<file path="src/rtl/recovery_drain_pkg.sv">
// recovery_drain_pkg: shared drain state encoding and sizing defaults
package recovery_drain_pkg;
    localparam int DEPTH_DEF = 8;
    localparam int CW_DEF = 4;
    typedef enum logic [1:0] {IDLE, READ, WRITE, FIN} drain_state_t;
endpackage

</file>
<file path="src/rtl/drain_counter.sv">
// drain_counter: entry index and remaining-entry count for a recovery drain
module drain_counter
    import recovery_drain_pkg::*;
#(
    parameter int DEPTH = DEPTH_DEF,
    parameter int CW = CW_DEF
) (
    input  logic                     clk,
    input  logic                     rst_in,
    input  logic                     load,
    input  logic                     step,
    input  logic [CW-1:0]            count,
    output logic [$clog2(DEPTH)-1:0] idx,
    output logic                     last
);
    logic [CW-1:0] rem;
    always_ff @(posedge clk or negedge rst_in) begin
        if (!rst_in) begin
            idx <= '0;
            rem <= '0;
        end else if (load) begin
            idx <= '0;
            rem <= count > CW'(DEPTH) ? CW'(DEPTH) : count;
        end else if (step) begin
            idx <= idx + 1'b1;
            rem <= rem - 1'b1;
        end
    end
    assign last = rem == CW'(1);
endmodule

</file>
<file path="src/rtl/recovery_drain.sv">
// recovery_drain: commits or discards buffered recovery stores into data memory
module recovery_drain
    import recovery_drain_pkg::*;
#(
    parameter int DEPTH = DEPTH_DEF,
    parameter int CW = CW_DEF
) (
    input  logic                     clk,
    input  logic                     rst_in,
    input  logic                     start,
    input  logic                     discard,
    input  logic [CW-1:0]            rr_count,
    output logic [$clog2(DEPTH)-1:0] rr_idx,
    input  logic [31:0]              rr_addr,
    input  logic [31:0]              rr_data,
    output logic                     dm_WE,
    output logic [31:0]              dm_A,
    output logic [31:0]              dm_WD,
    output logic                     busy,
    output logic                     done,
    output logic                     rr_clear,
    output logic                     misalign_err
);
    drain_state_t state, state_nxt;
    logic [31:0] hold_a, hold_d;
    logic err_q, err_set, load, step, last, writing;
    assign load = state == IDLE && start && !discard;
    assign step = state == WRITE;
    drain_counter #(.DEPTH(DEPTH), .CW(CW)) u_cnt (
        .clk(clk),
        .rst_in(rst_in),
        .load(load),
        .step(step),
        .count(rr_count),
        .idx(rr_idx),
        .last(last)
    );
    always_comb begin
        state_nxt = IDLE;
        case (state)
            IDLE:    state_nxt = discard ? FIN : !start ? IDLE : rr_count == '0 ? FIN : READ;
            READ:    state_nxt = discard ? FIN : WRITE;
            WRITE:   state_nxt = discard || last ? FIN : READ;
            default: state_nxt = IDLE;
        endcase
    end
    // a misaligned entry is consumed without a write; the flag shows in its own WRITE cycle
    assign writing = state == WRITE && !discard;
    assign dm_WE = writing && hold_a[1:0] == 2'b00;
    assign err_set = writing && hold_a[1:0] != 2'b00;
    assign dm_A = dm_WE ? hold_a : '0;
    assign dm_WD = dm_WE ? hold_d : '0;
    assign busy = state != IDLE;
    assign done = state == FIN;
    assign rr_clear = state == FIN;
    assign misalign_err = err_q || err_set;
    always_ff @(posedge clk or negedge rst_in) begin
        if (!rst_in) begin
            state <= IDLE;
            hold_a <= '0;
            hold_d <= '0;
            err_q <= 1'b0;
        end else begin
            state <= state_nxt;
            hold_a <= state == READ ? rr_addr : hold_a;
            hold_d <= state == READ ? rr_data : hold_d;
            err_q <= load ? 1'b0 : err_q || err_set;
        end
    end
endmodule
</file>
<file path="config.mk">
export PLATFORM = sky130hd
export DESIGN_NAME = recovery_drain
export DESIGN_NICKNAME = d
export VERILOG_FILES = /design/src/rtl/recovery_drain_pkg.sv /design/src/rtl/drain_counter.sv /design/src/rtl/recovery_drain.sv
export SDC_FILE = /design/constraint.sdc
export NUM_CORES = 1
export LEC_CHECK = 0
export ABC_AREA = 1
export BUFFER_PORTS_ARGS = -buffer_cell sky130_fd_sc_hd__buf_2
export CAP_MARGIN = 20
export CORE_AREA = 2 2 110 112
export DETAILED_ROUTE_END_ITERATION = 12
export DIE_AREA = 0 0 112 114
export PLACE_DENSITY_LB_ADDON = 0.05
export SETUP_SLACK_MARGIN = 0.02
export SLEW_MARGIN = 10
export SYNTH_ARGS = -nofsm -noshare
export SYNTH_HDL_FRONTEND = slang
export SYNTH_SLANG_ARGS = --single-unit
</file>
<file path="constraint.sdc">
create_clock -name clk -period 2 [get_ports clk]
set_clock_uncertainty 0.1 [all_clocks]
set_input_delay 0.1 -clock clk [delete_from_list [all_inputs] [get_ports clk]]
set_output_delay 0.1 -clock clk [all_outputs]
set_load 0.005 [all_outputs]
</file>
======== After elaboration in Yosys (flattened, before gate mapping) ========
Cells that the tools add are included.
Widths: inputs -> output; s select.
operators by class
  add/subtract/negate cells ............... 2
  order comparisons ....................... 1
  eq/ne operators ......................... 4
  multiplexer cells ....................... 14
  reductions and logical operators ........ 14
operators with widths
  kind                 count
  $mux 32              2
  $mux 4               3
  $mux 2               4
  $mux 3               2
  $pmux 2 s3           1
  $reduce_bool 2->1    3
  $logic_and 1x1->1    5
  $eq 2x2->1 const B   2
  $eq 4x1->1 const B   1
  $gt 4x4->1 const B   1
  $logic_not 2->1      2
  $logic_not 4->1      1
  $sub 4x1->4 const B  1
  $add 3x1->3 const B  1
  $eq 2x1->1 const B   1
  $logic_or 1x1->1     2
  $mux 1               2
  $logic_not 1->1      1
word-level totals
  bits in registers ....................... 74
  output and inout port bits .............. 72
  logic and storage cells ................. 41

======== Logic depth before layout (Yosys ltp) ========
  depth after elaboration ................. 5
  gate-level depth with buffers ........... 9
  mapped depth without buffers ............ 9

======== Cells and area by module ========
From an unflattened synthesis, not the netlist that was laid out.
second synthesis, totals
  cell total of the unflattened synthesis .. 426
  area total of the unflattened synthesis .. 3504.6 µm²
by module, submodules not included
  module          times used  cells each  area each (µm²)
  recovery_drain  1           374         3079.2
  drain_counter   1           52          425.4

======== Worst setup path before layout ========
No wires, ideal clock.
  kind .................................... register -> output
  start point ............................. register state[0]
  end point ............................... output port dm_WD[22]
  arrival ................................. 1.096 ns
  required time ........................... 1.800 ns
  setup slack ............................. 0.704 ns
  cell stages (with the launch flop) ...... 6
  path buffers ............................ 2
  cell sequence ........................... dfrtp_1 > buf_2 > nor2_4 > nand3_4 > buf_2 > nor2_1
between the ends
  word-level cells in the longest chain between the ends .. 4
ends and longest elaborated chain
  what                    line                  source
  start, declared         recovery_drain.sv:24  drain_state_t state, state_nxt;
  start signal, assigned  recovery_drain.sv:64  state <= state_nxt;
  $eq 2x2->1              recovery_drain.sv:48  assign writing = state == WRITE && !discard;
  $logic_and 1x1->1       recovery_drain.sv:48
  $logic_and 1x1->1       recovery_drain.sv:49  assign dm_WE = writing && hold_a[1:0] == 2'b00;
  $mux 32                 recovery_drain.sv:52  assign dm_WD = dm_WE ? hold_d : '0;
  end, declared           recovery_drain.sv:18  output logic [31:0] dm_WD,
No other way between the ends.

======== Worst setup path in the final report ========
  start point ............................. register state[0]
  end point ............................... output port dm_A[7]
between the ends
  word-level cells in the longest chain between the ends .. 4
ends and longest elaborated chain
  what               line                  source
  $eq 2x2->1         recovery_drain.sv:48
  $logic_and 1x1->1  recovery_drain.sv:48
  $logic_and 1x1->1  recovery_drain.sv:49
  $mux 32            recovery_drain.sv:51  assign dm_A = dm_WE ? hold_a : '0;
  end, declared      recovery_drain.sv:17  output logic [31:0] dm_A,
No other way between the ends.

==> results by group <==
Clock tree
  – Clock latency on the worst-skew pair: 320 ps
  – Clock buffer depth: 2
  – Clock H-tree levels: 3
  – CTS root buffer: clkbuf_16
  – CTS tree: built
  – Clock transition at path regs: roughly 60 ps
  – Clock sink count: 74
  – CTS buffer count: 9

Worst setup path
  – Crit path required time: around 1800 ps
  – R2R cell count: 6
  – Critical path cell sequence: nor2_4, nand3_4, buf_4, nor2_1, buf_2
  – R2r startpoint: state[0]
  – Startpoint Class: flip-flop
  – Worst EP arrival: ~1700 ps
  – Reg-to-reg slack, setup: 600 ps
  – Crit path kind: flip-flop to output pin
  – FF-to-FF End: u_cnt.rem[0]
  – Crit end category: output pin
  – Slowest library cell on the worst path: dfrtp_2
  – Crit-path max FO: 32
  – Max incr delay on CP: 480 ps

Pwr
  – P_leak: slightly above 0.003 µW
  – PD cells: 1250 nW/µm²
  – Peak supply drop: 0.531 mV
  – Final Power: between 6000 and 7000 µW

Global routing
  – GR Util met3: 2.92%
  – First-pass GRT wire length: 14.4 mm
  – Antenna violations before repair: 0
  – Overflow after GRT: 0
  – Largest net degree at the start of global routing: 65
  – Met1 Use GR: 18.1%
  – GR Layer Usage met2: between 20% and 30%
  – Overall routing resource usage: ~14%
  – Number of global-route vias before repair: 3,164
  – GR peak layer: met2

Floorplan
  – Die area: about 13,000 µm²
  – Ports: ~140
  – Chip Width: between 100 and 150 µm
  – Chip Height: 114 µm
  – Initial Utilization: 29.3%
  – Core box area: approximately 12,000 µm²
  – Rows: 40

Finish
  – Antenna cells: 0
  – NumNets Final: approximately 700
  – Layout cells sized above 1: a little over a quarter
  – FILL cells: around 1.2k
  – Finished Cell Area: approximately 5200 µm²
  – Synth-to-layout area growth: 52.2%

STA
  – Final setup fails: 0
  – Hold Slack: roughly 27 ps
  – Slew Limit Headroom: 66.0%
  – Max-slew violations: 0
  – Setup tns final: 0 ps
  – Fmax: 539 MHz
  – Tmin final: ~1900 ps
  – Final hold viol count: 0
  – Period utilisation layout: 92.8%
  – Slew @ Worst Pin: 510 ps
  – RSZ-0062 raised after global routing: no

Detailed routing
  – Routed Wire Length: just under 9 mm
  – Total vias in the final route: about 3.3k
  – 1st-iter DRT viols: 111
  – First drt pass iteration count: 4
  – Drt drc: 0
  – Avg Vias per Cell: approximately 4.2
  – DR WL/cell: between 10 and 15 µm
  – Antenna Nets Post-Route: 0

Placement
  – Buffers on Ports: approximately 140
  – GP Congestion: 0.690
  – Hpwl dp: between 5 and 6 mm
  – Area post-placement: 4260 µm²

Yosys
  – Yosys warnings: 0
  – Synthesized area: approximately 3400 µm²
  – Seq/Total Area, Yosys: between 50% and 60%
  – Mean Syn Cell Area: approximately 8 µm²
  – Flip-flop and latch count after synthesis: 74
  – Synth Instances: ~430
  – Unique masters post-synth: 20

Worst hold path
  – Hold Crit Endpoint: u_cnt.rem[0]
  – Worst Min Path Start: rr_count[0]
  – Hold Path Stages: 5
  – Hold Crit Class: input port to flip-flop

Status
  – Status: finished clean

Flow run
  – MaxCap Viol Count: 0
==> critical path: cells and delay by family, from the launching register on <==
family / cells / cell delay (ps)
buf+inv: 2 / 380
simple gates: 3 / 470
flops: 1 / 480
==> kinds of logic after synthesis <==
family | count (synthesis) | synth area share [%]
buf+inv | 103 | 13.1
compound gates | 66 | 9.66
simple gates | 187 | 22.1
other cells | 1 | 0.109
flops | 74 | 53.9
fa+ha+maj | 3 | 1.09
==> power by group <==
part           internal, µW  leakage (µW)  total (µW)  switching, µW
Combinational          1030       0.00208        2610           1580
Sequential             2240      0.000822        2500            257
Clock                   854      0.000127        1420            563
Total                  4130       0.00303        6520           2390
==> cell type report <==
class                      instances  area (µm²)  share of cell area [%]
clock buffer                      11         243                    4.65
multi-input combinational        258        1140                    21.8
inverter                          80         300                    5.75
tap                              147         184                    3.52
clock inverter                     3        17.5                   0.335
timing repair buffer             217        1490                    28.5
sequential                        74        1850                    35.5
==> worst max path at each step <==
stage,depth (start not counted),to,from
6_report,5,dm_A[7],state[0]
5_1_grt,6,dm_A[7],state[1]
4_1_cts,5,dm_A[7],state[0]
3_5_place_dp,5,dm_A[7],state[0]
3_3_place_gp,5,dm_A[7],state[0]
2_1_floorplan,5,dm_WD[22],state[0]
==> stage by stage <==
stage | cells | setup slack (ps) | util (%)
after floorplan | 435 | 704 | -
after global placement | 705 | 401 | 36.4
after detailed placement | 705 | 384 | 36.4
after CTS | 787 | 37.9 | 44.4
after global routing | 790 | 47.6 | 44.6
final | 790 | 143 | 44.6
==> per-layer routing <==
layer	part of all wire (%)	wire, µm	vias up
li1	-	-	1705
met4	1.6	136	0
met5	0	0	-
met3	5.4	474	9
met1	47	4140	1500
met2	46	4000	94
==> cell usage after synthesis, drive strengths merged <==
library cell	number	area [µm²]
nor2	133	507
inv	80	300
dfrtp	74	1850
a21oi	64	320
nand2	34	133
buf	23	150
nand3	16	92.6
ha	3	37.5
nand4	2	12.5
conb	1	3.75
nand3b	1	7.51
o21ai	1	5.00
o22ai	1	6.26
or2	1	6.26
==> cell usage in the layout, fill, tap and decap left out, drive strengths merged <==
master | synthesis | routed
nand3 | 16 | 16
or2 | 1 | 1
clkinv | 0 | 2
nand2 | 34 | 34
nor2 | 133 | 133
clkbuf | 0 | 11
dlygate4sd3 | 0 | 68
nand3b | 1 | 1
dfrtp | 74 | 74
ha | 3 | 3
clkinvlp | 0 | 1
o21ai | 1 | 1
inv | 80 | 80
o22ai | 1 | 1
buf | 23 | 149
nand4 | 2 | 2
a21oi | 64 | 64
conb | 1 | 2
==> timing repair <==
item | in CTS | in global routing
gates resized for setup | 0 | 1
hold endpoints to repair | 102 | 0
endpoints found under the setup margin | 2 | 30
setup buffers | 0 | 3
hold buffers | 68 | 0
pin swaps | 1 | 1
==> flip-flops by register name, summed over array words and instances (netlist names) <==
signal     count
hold_a        32
u_cnt.idx      3
u_cnt.rem      4
err_q          1
state          2
hold_d        32
(Power assumes the default switching activity.)
